File: src/rtl/solar_pkg.sv
// Shared types and default constants for the multi-panel solar tracker.
package solar_pkg;

  // Per-channel tracking state, exported on state_o as 2-bit fields
  typedef enum logic [1:0] {
    S_OFF   = 2'b00,
    S_NIGHT = 2'b01,
    S_DAY   = 2'b10,
    S_STOW  = 2'b11
  } state_t;

  localparam int DEF_N_PANELS    = 4;
  localparam int DEF_ANGLE_W     = 16;     // 2^ANGLE_W is one full turn
  localparam int DEF_ANGLE_INIT  = 16384;  // quarter turn
  localparam int DEF_DELTA       = 2447;   // ~0.2346 rad per tick
  localparam int DEF_SUN_W       = 5;
  localparam int DEF_POWER_W     = 8;
  localparam int DEF_POWER_CONST = 120;

endpackage

File: src/rtl/solar_channel.sv
// One tracking channel: FSM, angle register and power register.
// Advances only on tick; an accepted write replaces the angle and nothing else.
module solar_channel
  import solar_pkg::*;
#(
  parameter int ANGLE_W     = DEF_ANGLE_W,
  parameter int ANGLE_INIT  = DEF_ANGLE_INIT,
  parameter int DELTA       = DEF_DELTA,
  parameter int POWER_W     = DEF_POWER_W,
  parameter int POWER_CONST = DEF_POWER_CONST
) (
  input  logic               clk,
  input  logic               rst,
  input  logic               tick,
  input  logic               en,
  input  logic               daylight,
  input  logic               wr,
  input  logic [ANGLE_W-1:0] wr_angle,
  output logic [ANGLE_W-1:0] angle,
  output logic [POWER_W-1:0] power,
  output state_t             state
);

  localparam logic [ANGLE_W-1:0] INIT_V  = ANGLE_W'(ANGLE_INIT);
  localparam logic [ANGLE_W-1:0] DELTA_V = ANGLE_W'(DELTA);
  // Upper edge of the "close enough to zero" window on the wrapped side
  localparam logic [ANGLE_W-1:0] STOW_HI = ANGLE_W'((1 << ANGLE_W) - DELTA);
  localparam logic [POWER_W-1:0] PWR_V   = POWER_W'(POWER_CONST);

  logic near_zero;
  assign near_zero = (angle <= DELTA_V) || (angle >= STOW_HI);

  // Channel FSM; a transition tick performs the leaving state's action,
  // except that the tick entering STOW does not move the panel.
  always_ff @(posedge clk) begin
    if (!rst) begin
      state <= S_OFF;
      angle <= INIT_V;
      power <= '0;
    end else if (wr) begin
      angle <= wr_angle;
    end else if (tick) begin
      case (state)
        S_OFF: begin
          power <= '0;
          if (en) state <= S_NIGHT;
        end
        S_NIGHT: begin
          power <= '0;
          if (!en) begin
            state <= S_STOW;
          end else begin
            angle <= angle + DELTA_V;
            if (daylight) state <= S_DAY;
          end
        end
        S_DAY: begin
          if (!en) begin
            state <= S_STOW;
            power <= '0;
          end else begin
            angle <= angle - DELTA_V;
            power <= PWR_V;
            if (!daylight) state <= S_NIGHT;
          end
        end
        S_STOW: begin
          power <= '0;
          if (near_zero) begin
            angle <= '0;
            state <= S_OFF;
          end else if (!angle[ANGLE_W-1]) begin
            angle <= angle - DELTA_V;
          end else begin
            angle <= angle + DELTA_V;
          end
        end
        default: state <= S_OFF;
      endcase
    end
  end

endmodule

File: src/rtl/solar_array.sv
// N-channel solar tracker: shared sun counter, write decode, power adder
// and the update-pulse pipeline around an array of solar_channel instances.
module solar_array
  import solar_pkg::*;
#(
  parameter int N_PANELS    = DEF_N_PANELS,
  parameter int ANGLE_W     = DEF_ANGLE_W,
  parameter int ANGLE_INIT  = DEF_ANGLE_INIT,
  parameter int DELTA       = DEF_DELTA,
  parameter int SUN_W       = DEF_SUN_W,
  parameter int POWER_W     = DEF_POWER_W,
  parameter int POWER_CONST = DEF_POWER_CONST
) (
  input  logic                                   clk,
  input  logic                                   rst,
  input  logic                                   tick,
  input  logic [N_PANELS-1:0]                    en,
  input  logic                                   wr_valid,
  output logic                                   wr_ready,
  input  logic [$clog2(N_PANELS)-1:0]            wr_chan,
  input  logic [ANGLE_W-1:0]                     wr_angle,
  output logic [N_PANELS*ANGLE_W-1:0]            angle_o,
  output logic [N_PANELS*POWER_W-1:0]            power_o,
  output logic [N_PANELS*2-1:0]                  state_o,
  output logic [POWER_W+$clog2(N_PANELS)-1:0]    total_power,
  output logic [SUN_W-1:0]                       sun_o
  ,output logic                                  upd
);

  localparam int TP_W   = POWER_W + $clog2(N_PANELS);
  localparam int STAGES = 1;

  logic [N_PANELS-1:0][ANGLE_W-1:0] angle;
  logic [N_PANELS-1:0][POWER_W-1:0] power;
  logic [N_PANELS-1:0][1:0]         state;
  logic [SUN_W-1:0]                 sun;
  logic                             daylight;
  logic                             wr_fire;
  logic [TP_W-1:0]                  psum;
  logic [STAGES:0]                  vld_pipe;

  // Writes are refused in tick cycles so a write and a tick never share an edge
  assign wr_ready = rst && !tick;
  assign wr_fire  = wr_valid && wr_ready;
  assign daylight = sun[SUN_W-1];

  assign angle_o = angle;
  assign power_o = power;
  assign state_o = state;
  assign sun_o   = sun;
  assign upd     = vld_pipe[STAGES];

  // Sun period counter, advancing once per tick
  always_ff @(posedge clk) begin
    if (!rst)      sun <= '0;
    else if (tick) sun <= sun + 1'b1;
  end

  for (genvar i = 0; i < N_PANELS; i++) begin : g_chan
    state_t st;
    assign state[i] = st;

    solar_channel #(
      .ANGLE_W    (ANGLE_W),
      .ANGLE_INIT (ANGLE_INIT),
      .DELTA      (DELTA),
      .POWER_W    (POWER_W),
      .POWER_CONST(POWER_CONST)
    ) u_chan (
      .clk     (clk),
      .rst     (rst),
      .tick    (tick),
      .en      (en[i]),
      .daylight(daylight),
      .wr      (wr_fire && (wr_chan == ($clog2(N_PANELS))'(i))),
      .wr_angle(wr_angle),
      .angle   (angle[i]),
      .power   (power[i]),
      .state   (st)
    );
  end

  // Zero-extended sum of all channel power fields
  always_comb begin
    psum = '0;
    for (int i = 0; i < N_PANELS; i++) psum = psum + TP_W'(power[i]);
  end

  // Registered total, one edge behind the power registers
  always_ff @(posedge clk) begin
    if (!rst) total_power <= '0;
    else      total_power <= psum;
  end

  // upd trails the tick by one edge so it lines up with the fresh total
  always_ff @(posedge clk) begin
    if (!rst) vld_pipe <= '0;
    else      vld_pipe <= {vld_pipe[STAGES-1:0], tick};
  end

endmodule

File: config.mk
export PLATFORM = sky130hd
export DESIGN_NAME = solar_array
export DESIGN_NICKNAME = d
export VERILOG_FILES = /design/src/rtl/solar_pkg.sv /design/src/rtl/solar_channel.sv /design/src/rtl/solar_array.sv
export SDC_FILE = /design/constraint.sdc
export NUM_CORES = 1
export LEC_CHECK = 0
export ABC_CLOCK_PERIOD_IN_PS = 3200
export BUFFER_PORTS_ARGS = -buffer_cell sky130_fd_sc_hd__buf_2
export CORE_MARGIN = 2
export CORE_UTILIZATION = 50
export CTS_CLUSTER_SIZE = 40
export DETAILED_ROUTE_END_ITERATION = 10
export PLACE_DENSITY_LB_ADDON = 0.3
export SLEW_MARGIN = 20
export SYNTH_ARGS = -nofsm -noshare
export SYNTH_HDL_FRONTEND = slang
export SYNTH_SLANG_ARGS = --single-unit
File: constraint.sdc
create_clock -name clk -period 3.2 [get_ports clk]
set_input_delay 0.64 -clock clk [delete_from_list [all_inputs] [get_ports clk]]
set_output_delay 0.64 -clock clk [all_outputs]
set_load 0.005 [all_outputs]
# After elaboration in Yosys (flattened, before gate mapping)
# Cells that the tools add are included.
# op_classes
shifts	0
n_addsub	12
muxes	58
bitwise_logic	4
eq_ne	39
n_mul	0
order_cmp	8
reduce_logical	40
n_div	0
# ops
cell	count
$mux W16	24
$pmux W16 S3	4
$add A16 B12 Y16 const B	4
$ge A16 B16 Y1 const B	4
$le A16 B12 Y1 const B	4
$pmux W8 S2	4
$sub A16 B12 Y16 const B	4
$mux W2	18
$pmux W2 S4	4
$mux W7	4
$ne A3 B2 Y1 const B	8
$ne A3 B3 Y1 const B	8
$reduce_and A6 Y1	4
$eq A2 B2 Y1 const B	10
$reduce_and A4 Y1	4
$reduce_bool A4 Y1	4
$reduce_or A3 Y1	4
$add A10 B8 Y10	1
$add A9 B8 Y10	1
$eq A2 B1 Y1 const B	5
$logic_not A2 Y1	5
$add A8 B8 Y9	1
$ne A2 B1 Y1 const B	4
$ne A2 B2 Y1 const B	4
7 further kinds	24
# word_totals
latchBits	0
mem_bits_rw	0
elab_cells	176
mem_bits_ro	0
reg_bits	121
output_inout_bits	121
mem_count	0

# Longest topological paths before layout
# depth
ltp_word	6
ltp_mapped	11

# Cells and area by module
# From an unflattened synthesis, not the netlist that was laid out.
# unflattened
cells_unflattened	1228
area_unflattened_um2	9293.9
# by_module_without_submodules
mod	area_per_inst_um2	cells_each	instances
solar_channel (g_chan[1].u_chan ...)	1951.9	268	2
solar_channel (g_chan[0].u_chan)	2084.5	274	1
solar_channel (g_chan[3].u_chan)	1963.1	267	1
solar_array	1342.5	151	1

# Least setup slack after synthesis
# No wires, ideal clock.
# synth_timing
kind	register -> register
startpoint	register g_chan[0].u_chan.power[5]
endpoint	register total_power[8]
setup_ns	0.070
stages_incl_launch_ff	11
setup_slack_ns	0.619
arrival_ns	2.511
required_ns	3.130
synth_period_minus_slack_ns	2.581
path_cell_list	dfxtp_1 -> inv_1 -> fa_1 -> fa_1 -> inv_1 -> ha_1 -> inv_1 -> fa_1 -> nor2b_1 -> o21ai_0 -> a21oi_1
# synth_via
elab_chain_cells	3
# synth_lines
item	line	rtl
start, declared	solar_channel.sv:20	output logic [POWER_W-1:0] power,
start signal, assigned	solar_channel.sv:39	power <= '0;
start signal, assigned	solar_channel.sv:45	power <= '0;
start signal, assigned	solar_channel.sv:49	power <= '0;
$add A8 B8 Y9	solar_array.sv:86	for (int i = 0; i < N_PANELS; i++) psum = psum + TP_W'(power[i]);
$add A9 B8 Y10	solar_array.sv:86	
$add A10 B8 Y10	solar_array.sv:86	
end signal, assigned	solar_array.sv:92	else total_power <= psum;
end, declared	solar_array.sv:25	output logic [POWER_W+$clog2(N_PANELS)-1:0] total_power,
# No other way between the ends.
# A chain may end at the register's enable or synchronous reset.

# Worst setup path after layout
# Ends and elaborated chain as after synthesis.

==> flow_summary.json <==
{
  "status": "completed",
  "gr-max-usage-layer": "met2",
  "yosysTopAreaCellShare_pct": 22.0,
  "synth-edff-count": 0,
  "cts_buffers": 9,
  "ys_ff_latch": 89,
  "postLayoutCoreUtil_pct": 55.8,
  "setup_viol": 0,
  "avgViaCountPerCell": 6.43,
  "die_w_um": 131,
  "worstPathRequired_ns": 3.49,
  "yosysWarnings": 0,
  "grt_pass1_wl_um": 40500,
  "hold_violations": 0,
  "firstDrtPassIters": 6,
  "met1_usage_pct": 38.3,
  "htree_levels": 3,
  "wl_per_cell_um": 18.7,
  "n_fill_cell": 1555,
  "vias": 8858,
  "yosysUniqueCellTypes": 87,
  "clock_latency_ns": 0.36,
  "finalSetupTns_ns": 0,
  "layout_commonest_cell": "buf_2",
  "wl_um": 25700,
  "cts_setup_buffers": 0,
  "drive_gt1_share_pct": 15.9,
  "track_usage_pct": 28.5,
  "start_kind": "register",
  "rsz0062_at_grt": "false",
  "layout_common_cells": "buf_2, nand2_1, dfxtp_1",
  "cts_sinks": 89,
  "synth_area_leaders": "dfxtp_1, ha_1, nand2_1",
  "synth_cells": 1104,
  "cts_hold_buf": 0,
  "cp_max_fo": 6,
  "worst-setup-path-type": "register to register",
  "drtIter0Drc": 1044,
  "clk_transition_reported_paths_ns": 0.06,
  "cts_resized": 0,
  "ctsRootBufferMaster": "clkbuf_16",
  "register_area_sq_um": 1780,
  "io_buffers": 126,
  "vdd.ir_drop.worst_mv": 0.277,
  "min_path_type": "register to register",
  "relSlewSlack_pct": 29.8,
  "synthToLayoutAreaGrowth_pct": 9.43,
  "grt_max_degree": 51,
  "worst_pin_slew_ns": 1.05,
  "fin_skew_ns": 0.00628,
  "antenna_found_initial": 2,
  "start_util_pct": 51.0,
  "hpwl_um": 18000,
  "routabilityCongestion": 0.922,
  "synth_top_area_cell": "dfxtp_1",
  "timing.final.crit_share_pct": 86.3,
  "clockBufferDepth": 2,
  "ant_nets": 0,
  "cap_viol_max_count": 0,
  "drc": 0,
  "met3_usage_pct": 4.98,
  "power.density_nw_per_um2": 406,
  "io_pins": 147,
  "die_h_um": 131,
  "cp-end-kind": "register",
  "core_area_sq_um": 15900,
  "worstPathArrival_ns": 3.05,
  "fmax_mhz": 362,
  "drv_slew": 0,
  "fp-row-count": 46,
  "final_nets": 1224,
  "cts_tree": "yes",
  "yosys_most_used_dff": "dfxtp_1",
  "async_flop_share_pct": 0,
  "min_period_ns": 2.76,
  "avgSynthCellArea_sq_um": 7.34,
  "die_area_sq_um": 17200,
  "p_leak_nw": 3.69,
  "overflow": 0,
  "whs_ns": 0.431,
  "multiInputGateArea_sq_um": 5560,
  "grtUsageMet2_pct": 44.5,
  "seq_area_frac_synth_pct": 22.0,
  "first_global_vias": 7830,
  "synth_area_sq_um": 8110
}
## where the power goes
part	total (mW)	switching (mW)	internal, mW
registers	1.42	0.225	1.20
logic	1.08	0.630	0.450
clock network	1.10	0.481	0.618
## sequential cells by signal, summed over array words and instances, names as in the netlist
register             count
sun_o                    5
vld_pipe                 2
g_chan.u_chan.angle     64
g_chan.u_chan.power      4
total_power              6
g_chan.u_chan.state      8
## cell type report
cell class | instances | share of cell area (%)
multi-input combinational | 864 | 62.7
sequential | 89 | 20.1
timing repair buffer | 148 | 8.97
tap | 216 | 3.05
clock buffer | 11 | 2.74
inverter | 45 | 1.90
clock inverter | 3 | 0.480
antenna | 2 | 0.0564
## path summary, 6_finish.rpt
check | from | endpoint | cells past startpoint | slack (ns)
worst max-delay path | g_chan[0].u_chan.power[5]$_SDFFE_PN0P_ | total_power[8]$_SDFF_PN0_ | 10 | 0.44
worst min-delay path | vld_pipe[0]$_SDFF_PN0_ | vld_pipe[1]$_SDFF_PN0_ | 1 | 0.43
worst max register to register | g_chan[0].u_chan.power[5]$_SDFFE_PN0P_ | total_power[8]$_SDFF_PN0_ | 10 | 0.44
worst min register to register | vld_pipe[0]$_SDFF_PN0_ | vld_pipe[1]$_SDFF_PN0_ | 1 | 0.43
## logic make-up after synthesis
logic type                 count (synthesis)  share of synthesized area, %
buffers and inverters                    170                          10.3
other                                      1                        0.0463
DFF                                       89                          22.0
AOI/OAI and AO/OA                        366                          31.1
adders and majority gates                 41                          6.70
xor gates and xnor gates                  60                          6.48
and+or+nand+nor                          368                          22.3
muxes                                      9                          1.13
## metrics by stage
stage	total power, mW	area, sq um	std cells	setup slack (ns)
floorplan	2.18	8180	1123	0.619
global placement	2.47	8580	1362	0.558
finish	3.60	8870	1378	0.438
CTS	3.57	8870	1376	0.426
global route	3.78	8870	1378	0.223
detailed placement	2.49	8580	1362	0.454
## worst max-delay path, stage by stage (launching register included)
cell and delay (ns):
dfxtp_1 0.39, inv_1 0.10, fa_1 0.59, fa_1 0.51
inv_1 0.11, ha_1 0.19, inv_1 0.06, fa_1 0.39
nor2b_1 0.12, o21ai_0 0.08, a21oi_1 0.14
## layer usage
layer  share of wire (%)  vias to the layer above
met2                  45                      488
met3                 9.5                       78
met1                  42                     4169
met5                   0                        -
met4                 3.5                        0
li1                    -                     4123
## Yosys cell counts, types with 5 or more instances
library cell    n
a22oi_1         8
and4_1          5
xnor2_1        33
ha_1           37
dfxtp_1        89
nor2_1         87
nand3_1        34
a211oi_1       10
o21ai_0        67
o31ai_1         8
a221oi_1       28
buf_4          39
and3_1         12
nand2_1       107
o221ai_1       30
o21a_1          8
a21oi_1        76
nor2b_1         7
nand4_1         9
or3_1           5
a311oi_1        7
nor3_1         46
and2_1         12
a21o_1          6
o211ai_1       13
mux2i_1         8
o22ai_1        24
buf_2          31
o221a_2         6
a221o_1         5
clkbuf_1       51
o21ai_1         9
xor2_1         27
a31oi_1        14
nand2b_1       16
inv_1          45
(Power assumes the default switching activity.)
